### src/rtl/alu_exec_unit_if.sv
`default_nettype none
// +--------------------------------------------------------------------------+
// | Module   : alu_exec_unit_if                                              |
// | Purpose  : Request/response bundle between the pipeline and the ALU      |
// |            execution unit (operands, decode fields, result, flags,       |
// |            HI/LO and stall status).                                      |
// | Revision : 1.0                                                           |
// +--------------------------------------------------------------------------+
interface alu_exec_unit_if #(
  parameter int WIDTH = 32
);
  logic             valid_in;
  logic             in_ready;
  logic [1:0]       aluop;
  logic [5:0]       funct;
  logic [WIDTH-1:0] a;
  logic [WIDTH-1:0] b;
  logic [WIDTH-1:0] result;
  logic             zero;
  logic             overflow;
  logic             illegal;
  logic             div_zero;
  logic             valid_out;
  logic [WIDTH-1:0] hi;
  logic [WIDTH-1:0] lo;
  logic             busy;

  // Pipeline side: issues requests, observes results
  modport master (
    output valid_in, aluop, funct, a, b,
    input  in_ready, result, zero, overflow, illegal, div_zero, valid_out,
           hi, lo, busy
  );

  // Execution unit side
  modport slave (
    input  valid_in, aluop, funct, a, b,
    output in_ready, result, zero, overflow, illegal, div_zero, valid_out,
           hi, lo, busy
  );
endinterface
`default_nettype wire

### src/rtl/alu_exec_unit.sv
`default_nettype none
// +--------------------------------------------------------------------------+
// | Module   : alu_exec_unit                                                 |
// | Purpose  : Registered MIPS ALU with built-in aluop/funct decode.         |
// |            Single-cycle arithmetic/logic ops, iterative mult/div into    |
// |            HI/LO with in_ready back-pressure.                            |
// | Revision : 1.0                                                           |
// +--------------------------------------------------------------------------+
module alu_exec_unit #(
  parameter int WIDTH = 32
) (
  input  logic           clk,
  input  logic           rst,
  alu_exec_unit_if.slave bus
);

  localparam int             CW     = $clog2(WIDTH);
  localparam logic [CW-1:0]  C_LAST = CW'(WIDTH - 1);

  localparam logic [5:0] C_F_ADD   = 6'b100000;
  localparam logic [5:0] C_F_SUB   = 6'b100010;
  localparam logic [5:0] C_F_AND   = 6'b100100;
  localparam logic [5:0] C_F_OR    = 6'b100101;
  localparam logic [5:0] C_F_XOR   = 6'b100110;
  localparam logic [5:0] C_F_NOR   = 6'b100111;
  localparam logic [5:0] C_F_SLT   = 6'b101010;
  localparam logic [5:0] C_F_SLTU  = 6'b101011;
  localparam logic [5:0] C_F_MFHI  = 6'b010000;
  localparam logic [5:0] C_F_MFLO  = 6'b010010;
  localparam logic [5:0] C_F_MULT  = 6'b011000;
  localparam logic [5:0] C_F_MULTU = 6'b011001;
  localparam logic [5:0] C_F_DIV   = 6'b011010;
  localparam logic [5:0] C_F_DIVU  = 6'b011011;

  typedef enum logic [1:0] {
    S_IDLE = 2'd0,
    S_MUL  = 2'd1,
    S_DIV  = 2'd2,
    S_FIX  = 2'd3
  } state_t;

  state_t                 state_q, state_d;
  logic [CW-1:0]          cnt_q, cnt_d;
  // Mul: {partial product upper, multiplier/low product}. Div: {remainder, quotient}.
  logic [2*WIDTH-1:0]     work_q, work_d;
  // Multiplicand magnitude for mul, divisor magnitude for div
  logic [WIDTH-1:0]       mcand_q, mcand_d;
  logic                   sgn_q, sgn_d;
  logic                   neg_a_q, neg_a_d;
  logic                   neg_b_q, neg_b_d;
  logic                   is_div_q, is_div_d;
  logic                   divz_q, divz_d;
  logic [WIDTH-1:0]       result_q, result_d;
  logic                   zero_q, zero_d;
  logic                   ovf_q, ovf_d;
  logic                   ill_q, ill_d;
  logic                   dz_q, dz_d;
  logic                   vout_q, vout_d;
  logic [WIDTH-1:0]       hi_q, hi_d;
  logic [WIDTH-1:0]       lo_q, lo_d;

  // Single-cycle datapath
  logic [WIDTH-1:0]       w_sum, w_diff, w_res;
  logic                   w_add_ovf, w_sub_ovf;
  logic                   w_ovf, w_ill, w_mul, w_div, w_sgn;
  logic [WIDTH-1:0]       w_mag_a, w_mag_b;

  // Iteration datapath
  logic [WIDTH-1:0]       w_addend;
  logic [WIDTH:0]         w_madd;
  logic [2*WIDTH-1:0]     w_mul_next;
  logic [WIDTH:0]         w_shift, w_trial;
  logic [2*WIDTH-1:0]     w_div_next;

  // Completion datapath
  logic [2*WIDTH-1:0]     w_prod;
  logic [WIDTH-1:0]       w_quo, w_rem;
  logic [WIDTH-1:0]       w_fix_hi, w_fix_lo;

  assign w_sum     = bus.a + bus.b;
  assign w_diff    = bus.a - bus.b;
  assign w_add_ovf = (bus.a[WIDTH-1] == bus.b[WIDTH-1]) && (w_sum[WIDTH-1]  != bus.a[WIDTH-1]);
  assign w_sub_ovf = (bus.a[WIDTH-1] != bus.b[WIDTH-1]) && (w_diff[WIDTH-1] != bus.a[WIDTH-1]);

  // Signed mul/div run on magnitudes; the most-negative value maps onto 2^(WIDTH-1) unsigned
  assign w_mag_a = (w_sgn && bus.a[WIDTH-1]) ? (~bus.a + 1'b1) : bus.a;
  assign w_mag_b = (w_sgn && bus.b[WIDTH-1]) ? (~bus.b + 1'b1) : bus.b;

  // Decode aluop/funct into a single-cycle result or a multi-cycle launch
  always_comb begin
    w_res = '0;
    w_ovf = 1'b0;
    w_ill = 1'b0;
    w_mul = 1'b0;
    w_div = 1'b0;
    w_sgn = 1'b0;
    case (bus.aluop)
      2'b00: begin
        w_res = w_sum;
        w_ovf = w_add_ovf;
      end
      2'b01: begin
        w_res = w_diff;
        w_ovf = w_sub_ovf;
      end
      2'b10: begin
        case (bus.funct)
          C_F_ADD:   begin w_res = w_sum;  w_ovf = w_add_ovf; end
          C_F_SUB:   begin w_res = w_diff; w_ovf = w_sub_ovf; end
          C_F_AND:   w_res = bus.a & bus.b;
          C_F_OR:    w_res = bus.a | bus.b;
          C_F_XOR:   w_res = bus.a ^ bus.b;
          C_F_NOR:   w_res = ~(bus.a | bus.b);
          C_F_SLT:   w_res = {{(WIDTH-1){1'b0}}, ($signed(bus.a) < $signed(bus.b))};
          C_F_SLTU:  w_res = {{(WIDTH-1){1'b0}}, (bus.a < bus.b)};
          C_F_MFHI:  w_res = hi_q;
          C_F_MFLO:  w_res = lo_q;
          C_F_MULT:  begin w_mul = 1'b1; w_sgn = 1'b1; end
          C_F_MULTU: w_mul = 1'b1;
          C_F_DIV:   begin w_div = 1'b1; w_sgn = 1'b1; end
          C_F_DIVU:  w_div = 1'b1;
          default:   w_ill = 1'b1;
        endcase
      end
      default: w_ill = 1'b1;
    endcase
  end

  // Shift-add step: conditionally add multiplicand to the upper half, then shift right
  assign w_addend   = work_q[0] ? mcand_q : '0;
  assign w_madd     = {1'b0, work_q[2*WIDTH-1:WIDTH]} + {1'b0, w_addend};
  assign w_mul_next = {w_madd, work_q[WIDTH-1:1]};

  // Restoring step: shift in next dividend bit, keep the difference if no borrow
  assign w_shift    = work_q[2*WIDTH-1:WIDTH-1];
  assign w_trial    = w_shift - {1'b0, mcand_q};
  assign w_div_next = w_trial[WIDTH]
                    ? {w_shift[WIDTH-1:0], work_q[WIDTH-2:0], 1'b0}
                    : {w_trial[WIDTH-1:0], work_q[WIDTH-2:0], 1'b1};

  // Sign correction and HI/LO selection for the completing mul/div
  always_comb begin
    w_prod   = work_q;
    w_quo    = work_q[WIDTH-1:0];
    w_rem    = work_q[2*WIDTH-1:WIDTH];
    w_fix_hi = work_q[2*WIDTH-1:WIDTH];
    w_fix_lo = work_q[WIDTH-1:0];
    if (divz_q) begin
      // Divide-by-zero launch preloaded {a, all ones}
      w_fix_hi = work_q[2*WIDTH-1:WIDTH];
      w_fix_lo = work_q[WIDTH-1:0];
    end else if (is_div_q) begin
      if (sgn_q && (neg_a_q ^ neg_b_q)) w_quo = ~work_q[WIDTH-1:0] + 1'b1;
      if (sgn_q && neg_a_q)             w_rem = ~work_q[2*WIDTH-1:WIDTH] + 1'b1;
      w_fix_hi = w_rem;
      w_fix_lo = w_quo;
    end else begin
      if (sgn_q && (neg_a_q ^ neg_b_q)) w_prod = ~work_q + 1'b1;
      w_fix_hi = w_prod[2*WIDTH-1:WIDTH];
      w_fix_lo = w_prod[WIDTH-1:0];
    end
  end

  // Next-state and output update for the IDLE/MUL/DIV/FIX sequencer
  always_comb begin
    state_d  = state_q;
    cnt_d    = cnt_q;
    work_d   = work_q;
    mcand_d  = mcand_q;
    sgn_d    = sgn_q;
    neg_a_d  = neg_a_q;
    neg_b_d  = neg_b_q;
    is_div_d = is_div_q;
    divz_d   = divz_q;
    result_d = result_q;
    zero_d   = zero_q;
    ovf_d    = ovf_q;
    ill_d    = ill_q;
    dz_d     = dz_q;
    vout_d   = 1'b0;
    hi_d     = hi_q;
    lo_d     = lo_q;
    case (state_q)
      S_IDLE: begin
        if (bus.valid_in) begin
          if (w_mul || w_div) begin
            cnt_d    = '0;
            sgn_d    = w_sgn;
            neg_a_d  = bus.a[WIDTH-1];
            neg_b_d  = bus.b[WIDTH-1];
            is_div_d = w_div;
            divz_d   = 1'b0;
            if (w_mul) begin
              state_d = S_MUL;
              work_d  = {{WIDTH{1'b0}}, w_mag_b};
              mcand_d = w_mag_a;
            end else if (bus.b == '0) begin
              state_d = S_FIX;
              divz_d  = 1'b1;
              work_d  = {bus.a, {WIDTH{1'b1}}};
            end else begin
              state_d = S_DIV;
              work_d  = {{WIDTH{1'b0}}, w_mag_a};
              mcand_d = w_mag_b;
            end
          end else begin
            result_d = w_res;
            zero_d   = (w_res == '0);
            ovf_d    = w_ovf;
            ill_d    = w_ill;
            dz_d     = 1'b0;
            vout_d   = 1'b1;
          end
        end
      end
      S_MUL: begin
        work_d = w_mul_next;
        cnt_d  = cnt_q + CW'(1);
        if (cnt_q == C_LAST) state_d = S_FIX;
      end
      S_DIV: begin
        work_d = w_div_next;
        cnt_d  = cnt_q + CW'(1);
        if (cnt_q == C_LAST) state_d = S_FIX;
      end
      S_FIX: begin
        hi_d     = w_fix_hi;
        lo_d     = w_fix_lo;
        result_d = w_fix_lo;
        zero_d   = (w_fix_lo == '0);
        ovf_d    = 1'b0;
        ill_d    = 1'b0;
        dz_d     = divz_q;
        vout_d   = 1'b1;
        state_d  = S_IDLE;
      end
      default: state_d = S_IDLE;
    endcase
  end

  // State and output registers; reset aborts any operation in flight
  always_ff @(posedge clk) begin
    if (rst) begin
      state_q  <= S_IDLE;
      cnt_q    <= '0;
      work_q   <= '0;
      mcand_q  <= '0;
      sgn_q    <= 1'b0;
      neg_a_q  <= 1'b0;
      neg_b_q  <= 1'b0;
      is_div_q <= 1'b0;
      divz_q   <= 1'b0;
      result_q <= '0;
      zero_q   <= 1'b1;
      ovf_q    <= 1'b0;
      ill_q    <= 1'b0;
      dz_q     <= 1'b0;
      vout_q   <= 1'b0;
      hi_q     <= '0;
      lo_q     <= '0;
    end else begin
      state_q  <= state_d;
      cnt_q    <= cnt_d;
      work_q   <= work_d;
      mcand_q  <= mcand_d;
      sgn_q    <= sgn_d;
      neg_a_q  <= neg_a_d;
      neg_b_q  <= neg_b_d;
      is_div_q <= is_div_d;
      divz_q   <= divz_d;
      result_q <= result_d;
      zero_q   <= zero_d;
      ovf_q    <= ovf_d;
      ill_q    <= ill_d;
      dz_q     <= dz_d;
      vout_q   <= vout_d;
      hi_q     <= hi_d;
      lo_q     <= lo_d;
    end
  end

  assign bus.in_ready  = (state_q == S_IDLE);
  assign bus.busy      = (state_q != S_IDLE);
  assign bus.result    = result_q;
  assign bus.zero      = zero_q;
  assign bus.overflow  = ovf_q;
  assign bus.illegal   = ill_q;
  assign bus.div_zero  = dz_q;
  assign bus.valid_out = vout_q;
  assign bus.hi        = hi_q;
  assign bus.lo        = lo_q;

endmodule
`default_nettype wire

### src/flat_wrapper.sv
// flat-port wrapper written by rule: the top's interface ports become plain ports
module alu_exec_unit_flat 
#(
  parameter int WIDTH = 32
)
  (clk, rst, bus_valid_in, bus_aluop, bus_funct, bus_a, bus_b, bus_in_ready, bus_result, bus_zero, bus_overflow, bus_illegal, bus_div_zero, bus_valid_out, bus_hi, bus_lo, bus_busy);
  alu_exec_unit_if #(.WIDTH(WIDTH)) bus_i ();
  input  logic clk;
  input  logic rst;
  input wire logic [$bits(bus_i.valid_in)-1:0] bus_valid_in;
  input wire logic [$bits(bus_i.aluop)-1:0] bus_aluop;
  input wire logic [$bits(bus_i.funct)-1:0] bus_funct;
  input wire logic [$bits(bus_i.a)-1:0] bus_a;
  input wire logic [$bits(bus_i.b)-1:0] bus_b;
  output wire logic [$bits(bus_i.in_ready)-1:0] bus_in_ready;
  output wire logic [$bits(bus_i.result)-1:0] bus_result;
  output wire logic [$bits(bus_i.zero)-1:0] bus_zero;
  output wire logic [$bits(bus_i.overflow)-1:0] bus_overflow;
  output wire logic [$bits(bus_i.illegal)-1:0] bus_illegal;
  output wire logic [$bits(bus_i.div_zero)-1:0] bus_div_zero;
  output wire logic [$bits(bus_i.valid_out)-1:0] bus_valid_out;
  output wire logic [$bits(bus_i.hi)-1:0] bus_hi;
  output wire logic [$bits(bus_i.lo)-1:0] bus_lo;
  output wire logic [$bits(bus_i.busy)-1:0] bus_busy;
  assign bus_i.valid_in = bus_valid_in;
  assign bus_i.aluop = bus_aluop;
  assign bus_i.funct = bus_funct;
  assign bus_i.a = bus_a;
  assign bus_i.b = bus_b;
  assign bus_in_ready = bus_i.in_ready;
  assign bus_result = bus_i.result;
  assign bus_zero = bus_i.zero;
  assign bus_overflow = bus_i.overflow;
  assign bus_illegal = bus_i.illegal;
  assign bus_div_zero = bus_i.div_zero;
  assign bus_valid_out = bus_i.valid_out;
  assign bus_hi = bus_i.hi;
  assign bus_lo = bus_i.lo;
  assign bus_busy = bus_i.busy;
  alu_exec_unit #(.WIDTH(WIDTH)) u_core (.clk(clk), .rst(rst), .bus(bus_i));
endmodule
### config.mk
export PLATFORM = sky130hd
export DESIGN_NAME = alu_exec_unit_flat
export DESIGN_NICKNAME = d
export VERILOG_FILES = /design/src/rtl/alu_exec_unit_if.sv /design/src/rtl/alu_exec_unit.sv /design/src/flat_wrapper.sv
export SDC_FILE = /design/constraint.sdc
export NUM_CORES = 1
export LEC_CHECK = 0
export ABC_AREA = 1
export CAP_MARGIN = 20
export CORE_MARGIN = 5
export CORE_UTILIZATION = 58
export CTS_BUF_LIST = sky130_fd_sc_hd__clkbuf_8
export CTS_CLUSTER_DIAMETER = 80
export CTS_CLUSTER_SIZE = 25
export DETAILED_ROUTE_END_ITERATION = 8
export DONT_BUFFER_PORTS = 1
export PLACE_DENSITY = 0.76
export SYNTH_ARGS = -nofsm -noshare
export SYNTH_HDL_FRONTEND = slang
export SYNTH_SLANG_ARGS = --single-unit
### constraint.sdc
create_clock -name clk -period 2.53 [get_ports clk]
set_clock_uncertainty 0.1 [all_clocks]
set_input_delay 0.506 -clock clk [delete_from_list [all_inputs] [get_ports clk]]
set_output_delay 0.506 -clock clk [all_outputs]
set_load 0.05 [all_outputs]
==> impl_metrics.json, run 1 <==
{
  "grt_max_degree": 103,
  "synth_most_common_cell": "nand2_1",
  "clock_path_buffers": 3,
  "grt-worst-endpoint": "u_core.work_q[59]$_SDFFE_PP0P_/D",
  "grt.overflow.total": 22,
  "synth_edf_count": 0,
  "die_x_um": 219,
  "stop_error": "[ERROR GRT-0232] Routing congestion too high. Check the congestion heatmap in the GUI.",
  "start_util_pct": 58.8,
  "synth_ff_type": "dfxtp_1",
  "cts_sinks": 209,
  "synth-xor-area-share_pct": 4.71,
  "yosys.area.top_type_share_pct": 18.4,
  "fp.dieH_um": 219,
  "port_buffers": 0,
  "place_congestion": 1.21,
  "ys_warn_count": 0,
  "syn_area_per_cell_um2": 5.62,
  "ys_top_cells_by_count": "nand2_1, inv_1, nor2_1",
  "synth_mux_area_share_pct": 0,
  "synth_compound_area_share_pct": 20.5,
  "dpl.cell_count": 5995,
  "syn_inst": 4529,
  "syn_nets": 4781,
  "rows": 76,
  "async_flop_share_pct": 0,
  "synth_top_family_by_area": "simple AND/OR/NAND/NOR gates",
  "endpoint_type": "register data pin",
  "numCtsBuffers": 18,
  "io_pins": 178,
  "synth_seq_area_share_pct": 16.4,
  "yosys.area.top_type": "nand2_1",
  "dpl_worst_slack_ps": -666,
  "yosysUniqueCellTypes": 52,
  "synthTopCellsByArea": "nand2_1, dfxtp_1, inv_1",
  "stop_stage": "5_1_grt",
  "yosys_register_bits": 209,
  "syn-cell-area_um2": 25500,
  "place.detailed.hpwl_um": 109000,
  "synthSimpleGateAreaFrac_pct": 36.7,
  "htree_num_levels": 1,
  "outcome": "did not finish",
  "cts-root-buf": "clkbuf_8",
  "synthAdderAreaFrac_pct": 8.82,
  "grt_usage_pct": 72.0
}
## metrics by stage
| stage | utilization, % | cell area, um2 |
|---|---|---|
| 2_1_floorplan | - | 25600 |
| 3_3_place_gp | 78.2 | 33800 |
| 3_5_place_dp | 78.2 | 33800 |
| 4_1_cts | 81.4 | 35200 |
## cells by family after synthesis
logic type	Yosys count
AOI/OAI and AO/OA	918
xor gates and xnor gates	137
adders and majority gates	177
buffers and inverters	845
DFF	209
and+or+nand+nor	2243
## layer usage
| metal | GRT usage, % | GRT overflow |
|---|---|---|
| met1 | 73.6 | 0 |
| met2 | 89.4 | 8 |
| met3 | 53.5 | 5 |
| met4 | 70.8 | 9 |
| met5 | 22.7 | 0 |
## what timing repair did
item,CTS
pin swaps,74
resized for setup,199
cloned,2
buffers inserted,23
hold endpoints to repair,52
hold buffers,2
setup endpoints to repair,91
==> inputs of run 2 (changes only) <==
--- a/config.mk
+++ b/config.mk
@@ -8,13 +8,10 @@
 export ABC_AREA = 1
 export CAP_MARGIN = 20
 export CORE_MARGIN = 5
-export CORE_UTILIZATION = 58
-export CTS_BUF_LIST = sky130_fd_sc_hd__clkbuf_8
-export CTS_CLUSTER_DIAMETER = 80
-export CTS_CLUSTER_SIZE = 25
+export CORE_UTILIZATION = 40
 export DETAILED_ROUTE_END_ITERATION = 8
 export DONT_BUFFER_PORTS = 1
-export PLACE_DENSITY = 0.76
+export PLACE_DENSITY_LB_ADDON = 0.15
 export SYNTH_ARGS = -nofsm -noshare
 export SYNTH_HDL_FRONTEND = slang
 export SYNTH_SLANG_ARGS = --single-unit
==> constraint.sdc (replaced) <==
create_clock -name clk -period 3.3 [get_ports clk]
set_clock_uncertainty 0.1 [all_clocks]
set_input_delay 0.66 -clock clk [delete_from_list [all_inputs] [get_ports clk]]
set_output_delay 0.66 -clock clk [all_outputs]
set_load 0.05 [all_outputs]
==> run 2 against run 1 <==
Effect of this change: synthesized cell count did not move; the run now ends clean; synthesized area did not move.
==> impl_metrics.json, run 2 <==
{
  "synth_edf_count": 0,
  "fin_crit_ps": 3290,
  "place.detailed.hpwl_um": 125000,
  "synth_most_common_cell": "nand2_1",
  "num_vias": 32500,
  "startpoint_type": "flop",
  "syn_nets": 4781,
  "max_stage_delay_ps": 510,
  "numCtsBuffers": 27,
  "rr_worst_depth": 16,
  "cts_sinks": 209,
  "clkLatencyLatePin_ps": 590,
  "hold_viol": 0,
  "yosys.area.top_type_share_pct": 18.4,
  "most-common-layout-cells": "nand2_1, inv_1, buf_4",
  "cts_tree": "yes",
  "yosys.area.top_type": "nand2_1",
  "viasPerCell": 5.58,
  "p_per_area_nw_per_um2": 535,
  "synth_seq_area_share_pct": 16.4,
  "ys_top_cells_by_count": "nand2_1, inv_1, nor2_1",
  "synthTopCellsByArea": "nand2_1, dfxtp_1, inv_1",
  "antenna_found_initial": 3,
  "io_pins": 178,
  "die_x_um": 262,
  "endpoint_kind": "flop",
  "place_congestion": 1.06,
  "cts_hold_buf": 0,
  "yosysUniqueCellTypes": 52,
  "cp_common_cell": "nand2_1",
  "grt.overflow.total": 0,
  "outcome": "finished, final reports clean",
  "whs_path_depth": 1,
  "multiInputGateArea_um2": 18100,
  "cp_max_fo": 5,
  "p_leak_nw": 16.5,
  "cts_setup_buffers": 0,
  "worst_pin_slew_ps": 1050,
  "finalWirelength_um": 147000,
  "drive_gt1_share_pct": 14.8,
  "async_flop_share_pct": 0,
  "post_drt_wl_per_cell_um": 25.2,
  "top_register": "u_core.work_q",
  "fillers": 7022,
  "worstSetupPathType": "flop to flop",
  "slew_headroom_pct": 29.1,
  "fmax_mhz": 304,
  "ys_warn_count": 0,
  "port_buffers": 0,
  "cts-root-buf": "clkbuf_16",
  "htree_num_levels": 1,
  "final_area_um2": 31400,
  "crit_slowest_cell": "xor2_1",
  "grt_pass1_vias": 30300,
  "cp_cell_sequence": "buf_4, inv_2, ha_1, nand4_1, nor2_1, inv_2, nor2_4, nand2_1, nor3_2, nand2_1, nand2_1, xor2_1, nand4_1, nand2_1, nand2_1, nand2_1",
  "fp.dieH_um": 262,
  "ctsResizeCount": 0,
  "syn_inst": 4529,
  "crit_required_ps": 3740,
  "rows": 92,
  "final_common_cell": "nand2_1",
  "grt_first_pass_wirelength_um": 208000,
  "drt_iter0_markers": 4146,
  "drtPass1Iterations": 6,
  "yosys_register_bits": 209,
  "hold_path.class": "primary input to flop",
  "postRouteAntennaNets": 0,
  "fin_crit_sh_pct": 99.7,
  "grt_usage_pct": 40.2,
  "synth_ff_type": "dfxtp_1",
  "drv_cap": 0,
  "drc_errors": 0,
  "vdd_drop_max_uv": 1860,
  "crit_arrival_ps": 3730,
  "syn-cell-area_um2": 25500,
  "grt_max_degree": 103,
  "place_area_um2": 30500,
  "clock_path_buffers": 3,
  "setup_tns_ps": 0,
  "finalMaxSlewViolations": 0,
  "setup_violations": 0,
  "nets": 5217,
  "final-seq-area_um2": 4190,
  "dieArea_um2": 68800,
  "clkTransAtPathRegs_ps": 60,
  "largest_register_ffs": 64,
  "areaGrowthSynthToFinish_pct": 23.5,
  "syn_area_per_cell_um2": 5.62,
  "start_util_pct": 40.4,
  "core_area_um2": 63100
}
[run 2: cell counts after synthesis]
Identical to the previous run, type by type.
[run 2: area by class of cell]
type / count / share of cell area, %
diodes: 1 / 0.00796
clock buffers: 33 / 2.32
clock inverters: 16 / 0.462
inverters: 668 / 7.98
multi-input cells: 3475 / 57.6
flip-flops and latches: 209 / 13.3
well taps: 846 / 3.37
repair buffers: 584 / 15.0
[run 2: routing by layer]
metal / global-route usage (%) / up-vias / wire (um)
li1: - / 15600 / -
met2: 60.9 / 1594 / 61000
met1: 51.7 / 15000 / 60000
met4: 27.6 / 4 / 13100
met3: 7.72 / 307 / 12900
met5: 0 / - / 26
[run 2: critical path: cells and delay by family, from the launching register on]
kind                     cells  cell delay [ps]
flip-flops                   1              370
adder cells (fa/ha/maj)      1              220
XOR/XNOR                     1              510
AND/OR/NAND/NOR             11             1750
buffers and inverters        3              330
[run 2: path summary, 6_finish.rpt]
path,from,end,slack (ps)
max,u_core.work_q[0],u_core.bus.zero,10
min,rst,u_core.bus.lo[19],30
max reg2reg,u_core.work_q[0],u_core.bus.zero,10
min reg2reg,u_core.sgn_q,u_core.sgn_q,400
[run 2: cell families after synthesis]
group                    share of synthesized area (%)
buffers and inverters                             12.8
flip-flops                                        16.4
XOR/XNOR                                          4.71
AO/OA/AOI/OAI                                     20.5
adder cells (fa/ha/maj)                           8.82
AND/OR/NAND/NOR                                   36.7
[run 2: power by group]
group | switching (W) | internal, W | leakage (nW) | total [W]
Clock | 0.00132 | 0.00167 | 0.428 | 0.00299
Combinational | 0.00676 | 0.00387 | 14.4 | 0.0106
Sequential | 0.000495 | 0.00271 | 1.69 | 0.00320
Total | 0.00857 | 0.00824 | 16.5 | 0.0168
[run 2: through the flow]
| step | instances | hold WS, ps | util, % | worst slack, ps | power, W |
|---|---|---|---|---|---|
| final | 5832 | 30.0 | 49.8 | 10.5 | 0.0168 |
| after global routing | 5831 | 38.4 | 49.8 | -19.8 | 0.0178 |
| after CTS | 5831 | 30.9 | 49.7 | 25.6 | 0.0165 |
| after detailed placement | 5782 | 391 | 48.3 | -451 | 0.0136 |
| after global placement | 5782 | 383 | 48.3 | -455 | 0.0136 |
| after floorplan | 4529 | 358 | - | 409 | 0.00919 |
Power figures use the tool's default switching activity.
==> inputs of run 3 (changes only) <==
--- a/config.mk
+++ b/config.mk
@@ -11,7 +11,7 @@
 export CORE_UTILIZATION = 40
 export DETAILED_ROUTE_END_ITERATION = 8
 export DONT_BUFFER_PORTS = 1
-export PLACE_DENSITY_LB_ADDON = 0.15
+export PLACE_DENSITY = 0.55
 export SYNTH_ARGS = -nofsm -noshare
 export SYNTH_HDL_FRONTEND = slang
 export SYNTH_SLANG_ARGS = --single-unit
==> run 3 against run 2 <==
Effect of this change: power shrank 0.24%; critical path type unchanged; combinational power about the same; critical path depth unchanged; setup slack improved by 130 ps; global-route usage decreased by 1.5 points; clock power increased by 9.7%; first-iteration DRC count down 6.9%; core utilization shrank 0.94 points; non-clock buffer count down 75; largest power group unchanged; maximum frequency grew 4.2%; largest cell class unchanged.
==> impl_metrics.json, run 3 (same netlist as run 2, synthesis figures left out) <==
{
  "outcome": "finished, final reports clean",
  "most-common-layout-cells": "nand2_1, inv_1, buf_4",
  "fp.dieH_um": 262,
  "nets": 5142,
  "cts_tree": "yes",
  "final_cells": 5756,
  "largest_register_ffs": 64,
  "finalWirelength_um": 142000,
  "postRouteAntennaNets": 0,
  "fillers": 7127,
  "cp_max_fo": 10,
  "clkLatencyLatePin_ps": 580,
  "sw_frac_of_total_pct": 50.8,
  "path_buf_inv": 3,
  "numCtsBuffers": 27,
  "areaGrowthSynthToFinish_pct": 21.2,
  "num_antenna_cells": 0,
  "switchingPower_w": 0.00852,
  "drive_gt1_share_pct": 13.3,
  "setup_violations": 0,
  "crit_required_ps": 3700,
  "max_stage_delay_ps": 440,
  "cp_cell_sequence": "buf_6, inv_2, ha_1, nand4_1, nor2_1, inv_2, nor2_4, nand2_1, nor3_2, nand2_1, nand2_1, xor2_1, nand4_1, nand2_1, nand2_1, nand2_1",
  "drt_iter0_markers": 3859,
  "htree_num_levels": 1,
  "clock_path_buffers": 3,
  "clkTransAtPathRegs_ps": 60,
  "power_frac_clock_pct": 19.5,
  "total_power_w": 0.0168,
  "rsz0062_at_grt": "yes",
  "grt_first_pass_wirelength_um": 201000,
  "dpl.cell_count": 5705,
  "drtPass1Iterations": 6,
  "grt.overflow.total": 0,
  "comb_power_share_pct": 61.4,
  "core_area_um2": 63100,
  "drv_cap": 0,
  "worst_pin_slew_ps": 973,
  "top_register": "u_core.work_q",
  "path_delay_family": "simple AND/OR/NAND/NOR gates",
  "crit_arrival_ps": 3550,
  "fmax_mhz": 317,
  "grt_usage_pct": 38.8,
  "place_congestion": 1.05,
  "worstSetupPathType": "flop to flop",
  "reg2reg_setup_slack_ps": 140,
  "intPower_w": 0.00826,
  "crit_slowest_cell": "xor2_1",
  "cp_common_cell": "nand2_1",
  "startpoint_type": "flop",
  "vdd_drop_max_uv": 771,
  "multiInputGateArea_um2": 18100,
  "p_seq_share_pct": 19.0,
  "post_drt_wl_per_cell_um": 24.7,
  "place.detailed.hpwl_um": 120000,
  "fin_crit_ps": 3160,
  "num_vias": 32100,
  "grt_max_degree": 103,
  "start_util_pct": 40.4,
  "endpoint_kind": "flop",
  "final_common_cell": "nand2_1",
  "rows": 92,
  "port_buffers": 0,
  "p_per_area_nw_per_um2": 544,
  "hold_viol": 0,
  "slew_headroom_pct": 34.4,
  "grt_pass1_vias": 29500,
  "cts_hold_buf": 0,
  "fin_crit_sh_pct": 95.7,
  "cts_sinks": 209,
  "whs_ps": 74.7,
  "antenna_found_initial": 2,
  "p_leak_nw": 16.2,
  "die_x_um": 262,
  "hold_path.class": "primary input to flop",
  "finalMaxSlewViolations": 0,
  "viasPerCell": 5.57,
  "drc_errors": 0,
  "io_pins": 178,
  "cts-root-buf": "clkbuf_16",
  "final-seq-area_um2": 4190,
  "dieArea_um2": 68800
}
[run 3: cell count changes in the layout (fill, tap and decap cells not counted), sizes merged]
| cell | before | now |
|---|---|---|
| clkinv | 12 | 8 |
| bufinv | 1 | 5 |
| diode | 1 | 0 |
| buf | 584 | 509 |
[run 3: final timing paths]
path               startpoint           endpoint  depth (start not counted)
max          u_core.work_q[0]    u_core.bus.zero                         16
min                       rst  u_core.bus.lo[20]                          1
max reg2reg  u_core.work_q[0]    u_core.bus.zero                         16
min reg2reg  u_core.bus.lo[4]   u_core.bus.lo[4]                          2
[run 3: metal layers]
metal	up-vias	track usage, %	routed length [um]
li1	15500	-	-
met1	14800	50.7	59000
met2	1524	59.8	60500
met3	268	5.53	11200
met4	0	24.9	11500
met5	-	0	0
[run 3: power by group through the flow]
| stage | clock network (W) | logic (W) | registers (W) |
|---|---|---|---|
| after detailed placement | 0 | 0.00997 | 0.00324 |
| after global placement | 0 | 0.00998 | 0.00324 |
| after global routing | 0.00339 | 0.0111 | 0.00321 |
| after CTS | 0.00329 | 0.0100 | 0.00319 |
| after floorplan | 0 | 0.00599 | 0.00320 |
| final | 0.00328 | 0.0103 | 0.00319 |
[run 3: area by class of cell]
class	count	area share [%]
clock buffers	33	2.39
well taps	846	3.43
clock inverters	16	0.738
repair buffers	509	13.2
inverters	668	8.13
flip-flops and latches	209	13.6
multi-input cells	3475	58.6
[run 3: worst register-to-register path: stages (launching register included)]
cell	delay, ps
dfxtp_2	360
buf_6	160
inv_2	90
ha_1	170
nand4_1	100
nor2_1	220
inv_2	90
nor2_4	130
nand2_1	140
nor3_2	210
nand2_1	150
nand2_1	100
xor2_1	440
nand4_1	360
nand2_1	150
nand2_1	60
nand2_1	50
[run 3: timing repair]
action | CTS | global route
resized for setup | 0 | 15
endpoints found under the setup margin | 0 | 34
buffers inserted | 0 | 2
[run 3: metrics by stage]
stage | util, % | cell area [um2] | setup WS, ps | TNS, ps
floorplan | - | 25500 | 409 | 0
global placement | 47.3 | 29800 | -264 | -430
detailed placement | 47.3 | 29800 | -182 | -345
CTS | 48.8 | 30800 | 32.7 | 0
global route | 48.9 | 30900 | -8.19 | -8.19
finish | 48.9 | 30900 | 142 | 0
